File: src/rtl/uart_recv.sv
// 8N1 UART receiver: mid-bit sampling driven by an oversampling enable.
// Delivers each well-framed byte on DATA with a one-cycle DATA_READY pulse.
module uart_recv #(
    parameter int OVERSAMPLE = 16,
    parameter int CNT_W      = 4
) (
    input  logic       CLK,
    input  logic       RST,
    input  logic       UART_CLK_X16,
    input  logic       RXD,
    output logic [7:0] DATA,
    output logic       DATA_READY,
    output logic       FRAME_ERR,
    output logic       IDLE
);

    typedef enum logic [2:0] {
        S_IDLE  = 3'd0,
        S_START = 3'd1,
        S_DATA  = 3'd2,
        S_STOP  = 3'd3,
        S_WAIT  = 3'd4
    } state_t;

    localparam logic [CNT_W-1:0] MID_START = CNT_W'(OVERSAMPLE / 2 - 1);
    localparam logic [CNT_W-1:0] MID_BIT   = CNT_W'(OVERSAMPLE - 1);
    localparam logic [CNT_W-1:0] CNT_ZERO  = {CNT_W{1'b0}};
    localparam logic [CNT_W-1:0] CNT_ONE   = CNT_W'(1);

    state_t           r_state;
    logic             r_sync1;
    logic             r_sync2;
    logic [CNT_W-1:0] r_cnt;
    logic [2:0]       r_bitcnt;
    logic [7:0]       r_shreg;
    logic [7:0]       r_data;
    logic             r_ready;
    logic             r_ferr;
    logic             r_idle;

    state_t           w_state_nxt;
    logic [CNT_W-1:0] w_cnt_nxt;
    logic [2:0]       w_bitcnt_nxt;
    logic [7:0]       w_shreg_nxt;
    logic [7:0]       w_data_nxt;
    logic             w_ready_nxt;
    logic             w_ferr_nxt;
    logic             w_rxd_s;

    assign w_rxd_s = r_sync2;

    // Two-flop synchroniser for the asynchronous serial line (idles high).
    always_ff @(posedge CLK or negedge RST) begin
        if (!RST) begin
            r_sync1 <= 1'b1;
            r_sync2 <= 1'b1;
        end else begin
            r_sync1 <= RXD;
            r_sync2 <= r_sync1;
        end
    end

    // State, datapath and registered output update.
    always_ff @(posedge CLK or negedge RST) begin
        if (!RST) begin
            r_state  <= S_IDLE;
            r_cnt    <= CNT_ZERO;
            r_bitcnt <= 3'd0;
            r_shreg  <= 8'h00;
            r_data   <= 8'h00;
            r_ready  <= 1'b0;
            r_ferr   <= 1'b0;
            r_idle   <= 1'b1;
        end else begin
            r_state  <= w_state_nxt;
            r_cnt    <= w_cnt_nxt;
            r_bitcnt <= w_bitcnt_nxt;
            r_shreg  <= w_shreg_nxt;
            r_data   <= w_data_nxt;
            r_ready  <= w_ready_nxt;
            r_ferr   <= w_ferr_nxt;
            r_idle   <= (w_state_nxt == S_IDLE);
        end
    end

    // Next-state and datapath decode; the tick counter restarts on every state entry.
    always_comb begin
        w_state_nxt  = r_state;
        w_cnt_nxt    = r_cnt;
        w_bitcnt_nxt = r_bitcnt;
        w_shreg_nxt  = r_shreg;
        w_data_nxt   = r_data;
        w_ready_nxt  = 1'b0;
        w_ferr_nxt   = 1'b0;

        case (r_state)
            S_IDLE: begin
                w_cnt_nxt = CNT_ZERO;
                if (!w_rxd_s) begin
                    w_state_nxt = S_START;
                end else begin
                    w_state_nxt = S_IDLE;
                end
            end

            S_START: begin
                if (UART_CLK_X16) begin
                    if (r_cnt == MID_START) begin
                        w_cnt_nxt = CNT_ZERO;
                        if (!w_rxd_s) begin
                            w_state_nxt  = S_DATA;
                            w_bitcnt_nxt = 3'd0;
                        end else begin
                            // Start bit did not survive to its midpoint: treat as a glitch.
                            w_state_nxt = S_IDLE;
                        end
                    end else begin
                        w_cnt_nxt = r_cnt + CNT_ONE;
                    end
                end else begin
                    w_cnt_nxt = r_cnt;
                end
            end

            S_DATA: begin
                if (UART_CLK_X16) begin
                    if (r_cnt == MID_BIT) begin
                        w_cnt_nxt    = CNT_ZERO;
                        w_shreg_nxt  = {w_rxd_s, r_shreg[7:1]};
                        w_bitcnt_nxt = r_bitcnt + 3'd1;
                        if (r_bitcnt == 3'd7) begin
                            w_state_nxt = S_STOP;
                        end else begin
                            w_state_nxt = S_DATA;
                        end
                    end else begin
                        w_cnt_nxt = r_cnt + CNT_ONE;
                    end
                end else begin
                    w_cnt_nxt = r_cnt;
                end
            end

            S_STOP: begin
                if (UART_CLK_X16) begin
                    if (r_cnt == MID_BIT) begin
                        w_cnt_nxt = CNT_ZERO;
                        if (w_rxd_s) begin
                            w_data_nxt  = r_shreg;
                            w_ready_nxt = 1'b1;
                            w_state_nxt = S_IDLE;
                        end else begin
                            w_ferr_nxt  = 1'b1;
                            w_state_nxt = S_WAIT;
                        end
                    end else begin
                        w_cnt_nxt = r_cnt + CNT_ONE;
                    end
                end else begin
                    w_cnt_nxt = r_cnt;
                end
            end

            S_WAIT: begin
                // A held-low line must return high before another frame is accepted.
                w_cnt_nxt = CNT_ZERO;
                if (w_rxd_s) begin
                    w_state_nxt = S_IDLE;
                end else begin
                    w_state_nxt = S_WAIT;
                end
            end

            default: begin
                w_state_nxt = S_IDLE;
                w_cnt_nxt   = CNT_ZERO;
            end
        endcase
    end

    assign DATA       = r_data;
    assign DATA_READY = r_ready;
    assign FRAME_ERR  = r_ferr;
    assign IDLE       = r_idle;

endmodule

File: config.mk
export PLATFORM = sky130hd
export DESIGN_NAME = uart_recv
export DESIGN_NICKNAME = d
export VERILOG_FILES = /design/src/rtl/uart_recv.sv
export SDC_FILE = /design/constraint.sdc
export NUM_CORES = 1
export LEC_CHECK = 0
export ABC_AREA = 1
export BUFFER_PORTS_ARGS = -buffer_cell sky130_fd_sc_hd__buf_4
export CAP_MARGIN = 20
export CORE_MARGIN = 4
export CORE_UTILIZATION = 46
export CTS_CLUSTER_SIZE = 24
export DETAILED_ROUTE_END_ITERATION = 12
export PLACE_DENSITY = 0.72
export SYNTH_ARGS = -nofsm -noshare
export SYNTH_HDL_FRONTEND = slang
export SYNTH_SLANG_ARGS = --single-unit
File: constraint.sdc
create_clock -name CLK -period 3.65 [get_ports CLK]
set_clock_uncertainty 0.2 [all_clocks]
set_input_delay 0.73 -clock CLK [delete_from_list [all_inputs] [get_ports CLK]]
set_output_delay 0.73 -clock CLK [all_outputs]
set_load 0.02 [all_outputs]
==> impl_metrics.tcl, run 1 <==
set metrics [dict create \
    crit_required_ns 2.72 \
    dp_hpwl_um 1750 \
    min_path_type "in -> async" \
    period_share 0.524 \
    cts_tree "yes" \
    tightest_slew_ns 0.391 \
    cts-root-buf "clkbuf_4" \
    cts.sink_count 31 \
    ys_seq_elements 31 \
    rows 20 \
    firstDrtPassIters 4 \
    synthCells 155 \
    critPathKind "reg -> out" \
    drt.antenna.violating_nets 0 \
    grt_pass1_vias 1038 \
    status "finished clean" \
    worstReg2RegStart "r_cnt[0]$_DFFE_PN0P_" \
    grt_max_degree 32 \
    worstPathCellList "buf_4" \
    final_util 0.546 \
    num-fill-cells 279 \
    yosysUniqueCellTypes 21 \
    wl_per_cell_um 11.1 \
    ios 15 \
    drive_gt1_frac 0.263 \
    gp_congestion 0.883 \
    drt_wl_total_um 2420 \
    critPathTopFamily "flip-flops" \
    netlist_area_um2 1440 \
    grt_overflow 0 \
    multi_input_area_um2 557 \
    cap_viol_max_count 0 \
    rr_worst_depth 7 \
    cp_num_buf_inv 1 \
    setup-tns-final_ns 0 \
    syn2layout_area_growth_pct 14.8 \
    slew_viol_final 0 \
    routed_via_density 4.75 \
    worstSetupEndpointType "output pin" \
    core_region_area_um2 3030 \
    yosysWarnings 0 \
    postLayoutCellArea_um2 1650 \
    synth_fp_nets 162 \
    crit_path_max_incr_delay_ns 0.52 \
    power_w 0.000857 \
    yosysTopAreaCellShare 0.486 \
    regArea_um2 779 \
    ys_seq_area_frac 0.541 \
    gr-usage-all-layers 0.141 \
    regToRegSetupSlack_ns 1.82 \
    synth.avg_cell_area_um2 9.30 \
    rsz0062_at_grt "no" \
    grt_first_pass_wirelength_um 4390 \
    portBuffers 14 \
    post_cts_buffers 0 \
    crit_path_start_kind "flip-flop" \
    ir_worst_vdd_mv 0.248 \
    h-tree-depth 2 \
    cts_made_buffers 5 \
    fmax_mhz 523 \
    drtIter0Drc 44 \
    power_density_nw_per_um2 518 \
    grt_antenna_before_repair 0 \
    slew_headroom 0.739 \
    place_area_um2 1580 \
    finalHoldViolCount 0 \
    leakagePower_nw 0.830 \
    drc 0 \
    final-setup-viol-count 0 \
    fp.dieH_um 64.0 \
    yosys-top-cells-area "dfrtp_1 49%, nand2_1 11%, o21ai_2 9.1%" \
    whs_ns 0.100 \
    cp.arrival_ns 0.98 \
    final_nets 181 \
    diodes 0 \
    cts.clk_slew.worst_paths_ns 0.10 \
    yosys.area.top_type "dfrtp_1" \
    insertion_delay_ns 0.34 \
    min_period_ns 1.91 \
    dieArea_um2 4090 \
    critPathMaxFanout 1 \
    timing.rr.end "r_bitcnt[2]$_DFFE_PN0P_" \
    crit_slowest_cell "dfstp_2" \
    holdBufCountCts 0 \
    start_util 0.476 \
    route.vias.total 1040 \
    clock_path_buffers 2 \
    die_w_um 64.0 \
    postCtsResizedCells 0 \
]
## Yosys cell counts, drive strengths merged
cell    instances
nand4           4
ha              3
a21oi           1
inv            22
buf             2
nor2           15
o21bai          3
nor4            1
dfstp           3
xor2            1
nand2          45
dfrtp          28
o21ai          17
nand3          10
## final cells by class
type / instances / area share
inverter: 22 / 0.0499
clock inverter: 1 / 0.0182
tap: 44 / 0.0333
timing repair buffer: 14 / 0.0635
multi-input combinational: 100 / 0.337
clock buffer: 7 / 0.0272
sequential: 31 / 0.471
## metal layers
metal / GRT usage / share of wire
met3: 0.0545 / 0.049
met4: 0.0809 / 0.022
met1: 0.163 / 0.43
met5: 0 / 0
met2: 0.222 / 0.50
## through the flow
step                      setup slack, ns  instances
after floorplan                      2.00        155
after global placement               1.74        211
after detailed placement             1.63        211
after CTS                            1.72        219
after global routing                 1.68        219
final                                1.74        219
## worst register-to-register path: stages (launching register included)
cell     delay (ns)
dfrtp_1        0.41
ha_1           0.28
nand3_2        0.13
nor2_4         0.15
nand2_2        0.24
inv_1          0.19
nand2_1        0.08
nand2_1        0.08
## cell families (layout without fill, tap and decap cells)
group | Yosys count | in the layout | share of synthesized area
xor+xnor | 1 | 1 | 0.00608
simple gates | 75 | 75 | 0.237
fa+ha+maj | 3 | 3 | 0.0260
compound gates | 21 | 21 | 0.117
flops | 31 | 31 | 0.541
buf+inv | 24 | 44 | 0.0729
## worst max-delay path by stage
stage                     cells past startpoint                 endpoint      startpoint  slack [ns]
after floorplan                               6   r_shreg[5]$_DFFE_PN0P_    UART_CLK_X16        2.00
after global placement                        7  r_bitcnt[2]$_DFFE_PN0P_    UART_CLK_X16        1.74
after detailed placement                      7  r_bitcnt[2]$_DFFE_PN0P_    UART_CLK_X16        1.63
after CTS                                     1                     IDLE  IDLE$_DFF_PN1_        1.72
after global routing                          1                     IDLE  IDLE$_DFF_PN1_        1.68
final                                         1                     IDLE  IDLE$_DFF_PN1_        1.74
## layout by cell type (no fill, tap or decap), types with 2 or more instances in the layout
cell / instances
inv_1: 21
dfrtp_1: 28
ha_1: 3
nor2_2: 2
nor2_1: 12
nand2_2: 2
dfstp_2: 3
o21ai_2: 15
clkbuf_1: 2
o21ai_0: 2
nand2_1: 43
nand3_1: 8
clkbuf_4: 5
buf_4: 14
o21bai_1: 3
nand4_1: 4
## flip-flops by register name (all words and copies together), names as in the netlist
name	count
r_bitcnt	3
r_cnt	4
r_sync1	1
DATA_READY	1
r_state	3
DATA	8
IDLE	1
r_shreg	8
FRAME_ERR	1
r_sync2	1
## power breakdown
part | internal (W) | total, W | switching [W]
logic | 0.0000624 | 0.000178 | 0.000116
clock network | 0.000145 | 0.000260 | 0.000114
registers | 0.000384 | 0.000419 | 0.0000348
No activity file was read; power rests on OpenSTA's default activity.
==> run 2, diff against run 1 <==
==> constraint.sdc (replaced) <==
create_clock -name CLK -period 1.95 [get_ports CLK]
set_clock_uncertainty 0.2 [all_clocks]
set_input_delay 0.39 -clock CLK [delete_from_list [all_inputs] [get_ports CLK]]
set_output_delay 0.39 -clock CLK [all_outputs]
set_load 0.02 [all_outputs]
==> run 2 against run 1 <==
Against the previous run: highest routed layer unchanged; via count down 2.3%; non-clock buffer count is 2 higher; sequential power grew 87%; die area unchanged; design area is 1.9% higher; critical path type is now reg -> reg; hold slack improved by 0.042 ns; sequential cell count unchanged; cell count grew 0.91%.
==> impl_metrics.tcl, run 2 (synthesis gave the netlist of run 1 again) <==
set metrics [dict create \
    cap_viol_max_count 0 \
    dp_hpwl_um 1770 \
    route.met2.wl_um 1150 \
    fp.dieH_um 64.0 \
    final_common_cell "nand2_1" \
    die_w_um 64.0 \
    wl_per_cell_um 10.8 \
    syn2layout_area_growth_pct 16.9 \
    crit_path_start_kind "flip-flop" \
    cts_tree "yes" \
    gp_congestion 0.852 \
    power_w 0.00164 \
    ios 15 \
    route.vias.total 1016 \
    whs_ns 0.142 \
    drt.antenna.violating_nets 0 \
    drtIter0Drc 31 \
    worstSetupEndpointType "flip-flop" \
    min_path_type "in -> reg" \
    slew_viol_final 0 \
    gr-usage-all-layers 0.135 \
    start_util 0.476 \
    ir_worst_vdd_mv 0.541 \
    routed_via_density 4.60 \
    drt_wl_total_um 2390 \
    holdBufCountCts 2 \
    post_cts_buffers 0 \
    final_cell_mix "43 x nand2_1, 28 x dfrtp_1, 21 x inv_1" \
    critPathMaxFanout 17 \
    min_period_ns 1.82 \
    wl_met1_um 1080 \
    grt_overflow 0 \
    core_region_area_um2 3030 \
    insertion_delay_ns 0.34 \
    cts.sink_count 31 \
    period_share 0.931 \
    pre_cts_ws_ns 0.161 \
    grt_first_pass_wirelength_um 4110 \
    fmax_mhz 551 \
    clock_path_buffers 2 \
    drc 0 \
    grt_pass1_vias 991 \
    drive_gt1_frac 0.271 \
    cts_made_buffers 5 \
    postCtsResizedCells 0 \
    highest_layer "met4" \
    critPathKind "reg -> reg" \
    setup-tns-final_ns 0 \
    firstDrtPassIters 4 \
    final_nets 183 \
    tightest_slew_ns 0.384 \
    slew_headroom 0.744 \
    h-tree-depth 2 \
    dieArea_um2 4090 \
    status "finished clean" \
    rsz0062_at_grt "no" \
    worst_slack_ns 0.135 \
    cp.arrival_ns 1.89 \
    cts.clk_slew.worst_paths_ns 0.09 \
    power_density_nw_per_um2 974 \
    place_inst 211 \
    cts-root-buf "clkbuf_4" \
    crit_required_ns 2.02 \
    diodes 0 \
    wl_met3_um 111 \
    rows 20 \
    grt_antenna_before_repair 0 \
    finalNonFillerCells 221 \
    final-setup-viol-count 0 \
    leakagePower_nw 0.848 \
    grt_max_degree 32 \
    portBuffers 14 \
    finalHoldViolCount 0 \
]
-- run 2: changes by cell type in the layout (fill, tap and decap cells not counted), sizes merged --
cell / change
dlygate4sd3: +2
clkinv: +1
clkbuf: -1
-- run 2: power breakdown --
| group | switching, W | leakage (nW) | internal, W |
|---|---|---|---|
| sequential | 0.0000661 | 0.417 | 0.000719 |
| combinational | 0.000215 | 0.383 | 0.000120 |
| clock | 0.000219 | 0.0482 | 0.000303 |
| total | 0.000500 | 0.848 | 0.00114 |
-- run 2: layout make-up --
cell class                 instances  area (um^2)
multi-input combinational        100          557
inverter                          22         82.6
clock inverter                     2         35.0
timing repair buffer              16          125
fill                             264         1340
sequential                        31          779
clock buffer                       6         51.3
tap                               44         55.1
-- run 2: worst paths after layout --
| kind | from | cells after the start | slack (ns) | endpoint |
|---|---|---|---|---|
| min in group asynchronous | RST | 2 | 0.30 | DATA[2]$_DFFE_PN0P_ |
| worst max register to register | r_cnt[0]$_DFFE_PN0P_ | 7 | 0.13 | r_bitcnt[1]$_DFFE_PN0P_ |
| worst min-delay path | UART_CLK_X16 | 3 | 0.14 | r_cnt[1]$_DFFE_PN0P_ |
| worst min register to register | r_sync1$_DFF_PN1_ | 0 | 0.18 | r_sync2$_DFF_PN1_ |
| worst max-delay path | r_cnt[0]$_DFFE_PN0P_ | 7 | 0.13 | r_bitcnt[1]$_DFFE_PN0P_ |
| max in group asynchronous | RST | 2 | 0.92 | IDLE$_DFF_PN1_ |
-- run 2: critical path, stage by stage (launching register included) --
cell and delay (ns):
dfrtp_1 0.42, ha_1 0.28, nand3_2 0.13, nor2_4 0.15, nand2_2 0.25, inv_1 0.18, nand2_1 0.08, nand2_1 0.08
-- run 2: stage by stage --
step / util / area [um^2]
5_1_grt: 0.557 / 1690
2_1_floorplan: - / 1440
4_1_cts: 0.557 / 1690
6_report: 0.557 / 1690
3_3_place_gp: 0.521 / 1580
3_5_place_dp: 0.521 / 1580
-- run 2: metal layers --
layer	vias to the layer above	track usage
li1	530	-
met1	462	0.153
met2	17	0.212
met3	7	0.0580
met4	0	0.0728
met5	-	0
==> run 3, diff against run 2 <==
--- a/config.mk
+++ b/config.mk
@@ -8,6 +8,7 @@
 export ABC_AREA = 1
 export BUFFER_PORTS_ARGS = -buffer_cell sky130_fd_sc_hd__buf_4
 export CAP_MARGIN = 20
+export CORE_ASPECT_RATIO = 0.6
 export CORE_MARGIN = 4
 export CORE_UTILIZATION = 46
 export CTS_CLUSTER_SIZE = 24
==> constraint.sdc (replaced) <==
create_clock -name CLK -period 1.95 [get_ports CLK]
set_clock_uncertainty 0.2 [all_clocks]
set_input_delay 0.195 -clock CLK [delete_from_list [all_inputs] [get_ports CLK]]
set_output_delay 0.195 -clock CLK [all_outputs]
set_load 0.02 [all_outputs]
==> run 3 against run 2 <==
Against the previous run: critical path depth is the same; critical endpoint is now r_bitcnt[2]$_DFFE_PN0P_; global-route usage grew 2.0 points; highest routed layer unchanged; largest power group unchanged; first-iteration DRC count grew to 3.5 times the previous value; largest cell class unchanged.
==> impl_metrics.tcl, run 3 (synthesis gave the netlist of run 1 again) <==
set metrics [dict create \
    drive_gt1_frac 0.270 \
    min-delay-start "r_sync1$_DFF_PN1_" \
    worstPathCellList "ha_1 > nand3_2 > nor2_4 > nand2_2 > inv_1 > nand2_1 > nand2_1" \
    slew_headroom 0.747 \
    cp_num_buf_inv 1 \
    num-fill-cells 269 \
    diodes 0 \
    power_w 0.00177 \
    finalHoldViolCount 0 \
    routed_via_density 4.65 \
    crit_path_max_incr_delay_ns 0.39 \
    cts-root-buf "clkbuf_8" \
    gr-usage-all-layers 0.155 \
    fp.dieH_um 51.4 \
    final_nets 184 \
    finalNonFillerCells 220 \
    power_density_nw_per_um2 1030 \
    multi_input_area_um2 557 \
    drc 0 \
    cts.sink_count 31 \
    rows 15 \
    final_cell_mix "43 x nand2_1, 28 x dfrtp_1, 21 x inv_1" \
    wl_per_cell_um 11.7 \
    final_common_cell "nand2_1" \
    drt.antenna.violating_nets 0 \
    worstSetupEndpointType "flip-flop" \
    grt_pass1_vias 1070 \
    regArea_um2 779 \
    pre_cts_ws_ns 0.191 \
    ir_worst_vdd_mv 0.619 \
    route.vias.total 1024 \
    final_util 0.589 \
    holdPathEnd "r_sync2$_DFF_PN1_" \
    slew_viol_final 0 \
    cap_viol_max_count 0 \
    final-setup-viol-count 0 \
    critPathMaxFanout 17 \
    grt_antenna_before_repair 0 \
    worstReg2RegStart "r_cnt[0]$_DFFE_PN0P_" \
    ios 15 \
    gp_congestion 0.795 \
    rr_worst_depth 7 \
    holdPathStages 0 \
    worst_slack_ns 0.182 \
    critPathTopFamily "simple AND/OR/NAND/NOR gates" \
    core_region_area_um2 2930 \
    timing.rr.end "r_bitcnt[2]$_DFFE_PN0P_" \
    cts.clk_slew.worst_paths_ns 0.06 \
    period_share 0.907 \
    portBuffers 14 \
    cts_tree "yes" \
    clock_path_buffers 2 \
    place_inst 209 \
    dp_hpwl_um 1930 \
    cts_made_buffers 5 \
    grt_overflow 0 \
    rsz0062_at_grt "no" \
    drt_wl_total_um 2570 \
    crit_path_frequent_cell "nand2_1" \
    h-tree-depth 2 \
    grt_first_pass_wirelength_um 4800 \
    crit_slowest_cell "dfrtp_1" \
    grt_max_degree 32 \
    regToRegSetupSlack_ns 0.18 \
    min_path_type "reg -> reg" \
    status "finished clean" \
    firstDrtPassIters 4 \
    insertion_delay_ns 0.28 \
    fmax_mhz 565 \
    tightest_slew_ns 0.379 \
    cp.arrival_ns 1.78 \
    min_period_ns 1.77 \
    die_w_um 80.3 \
    dieArea_um2 4120 \
    syn2layout_area_growth_pct 19.6 \
    leakagePower_nw 0.865 \
    post_cts_buffers 0 \
    postCtsResizedCells 0 \
    critPathKind "reg -> reg" \
    drtIter0Drc 110 \
    start_util 0.492 \
    crit_required_ns 1.96 \
    setup-tns-final_ns 0 \
    crit_path_start_kind "flip-flop" \
]
[run 3: changes by cell type in the layout (fill, tap and decap cells not counted), sizes merged]
cell         previous run  this run
dlygate4sd3             2         3
[run 3: stage by stage]
step | hold slack [ns] | instance area, um^2
finish | 0.157 | 1720
global route | 0.162 | 1720
CTS | 0.158 | 1720
detailed placement | -0.0498 | 1580
global placement | -0.0578 | 1580
floorplan | -0.301 | 1440
[run 3: per-layer routing]
metal	track usage	up-vias	wire (um)
met1	0.207	464	1310
met2	0.236	24	1110
met4	0.0590	0	30
li1	-	534	-
met5	0	-	0
met3	0.0475	2	116
[run 3: worst max-delay path by stage]
| stage | depth (start not counted) | slack (ns) | from | end |
|---|---|---|---|---|
| after floorplan | 7 | 0.41 | r_cnt[0]$_DFFE_PN0P_ | r_shreg[5]$_DFFE_PN0P_ |
| after global placement | 7 | 0.28 | r_cnt[0]$_DFFE_PN0P_ | r_bitcnt[0]$_DFFE_PN0P_ |
| after detailed placement | 7 | 0.19 | r_cnt[0]$_DFFE_PN0P_ | r_bitcnt[2]$_DFFE_PN0P_ |
| after CTS | 7 | 0.17 | r_cnt[0]$_DFFE_PN0P_ | r_bitcnt[2]$_DFFE_PN0P_ |
| after global routing | 7 | 0.007 | r_cnt[0]$_DFFE_PN0P_ | r_bitcnt[2]$_DFFE_PN0P_ |
| final | 7 | 0.18 | r_cnt[0]$_DFFE_PN0P_ | r_bitcnt[2]$_DFFE_PN0P_ |
[run 3: power by group]
group / switching [W] / internal [W]
clock network: 0.000229 / 0.000413
logic: 0.000222 / 0.000121
registers: 0.0000681 / 0.000719
total: 0.000520 / 0.00125
[run 3: timing repair]
action / 4_1_cts / 5_1_grt
endpoints found under the setup margin: 0 / 0
hold buffers: 3 / 0
endpoints found under the hold margin: 33 / 0
[run 3: layout make-up]
type | count | share of cell area
inverter | 22 | 0.0479
multi-input combinational | 100 | 0.323
tap | 42 | 0.0305
timing repair buffer | 17 | 0.0784
sequential | 31 | 0.452
clock inverter | 2 | 0.0203
clock buffer | 6 | 0.0479
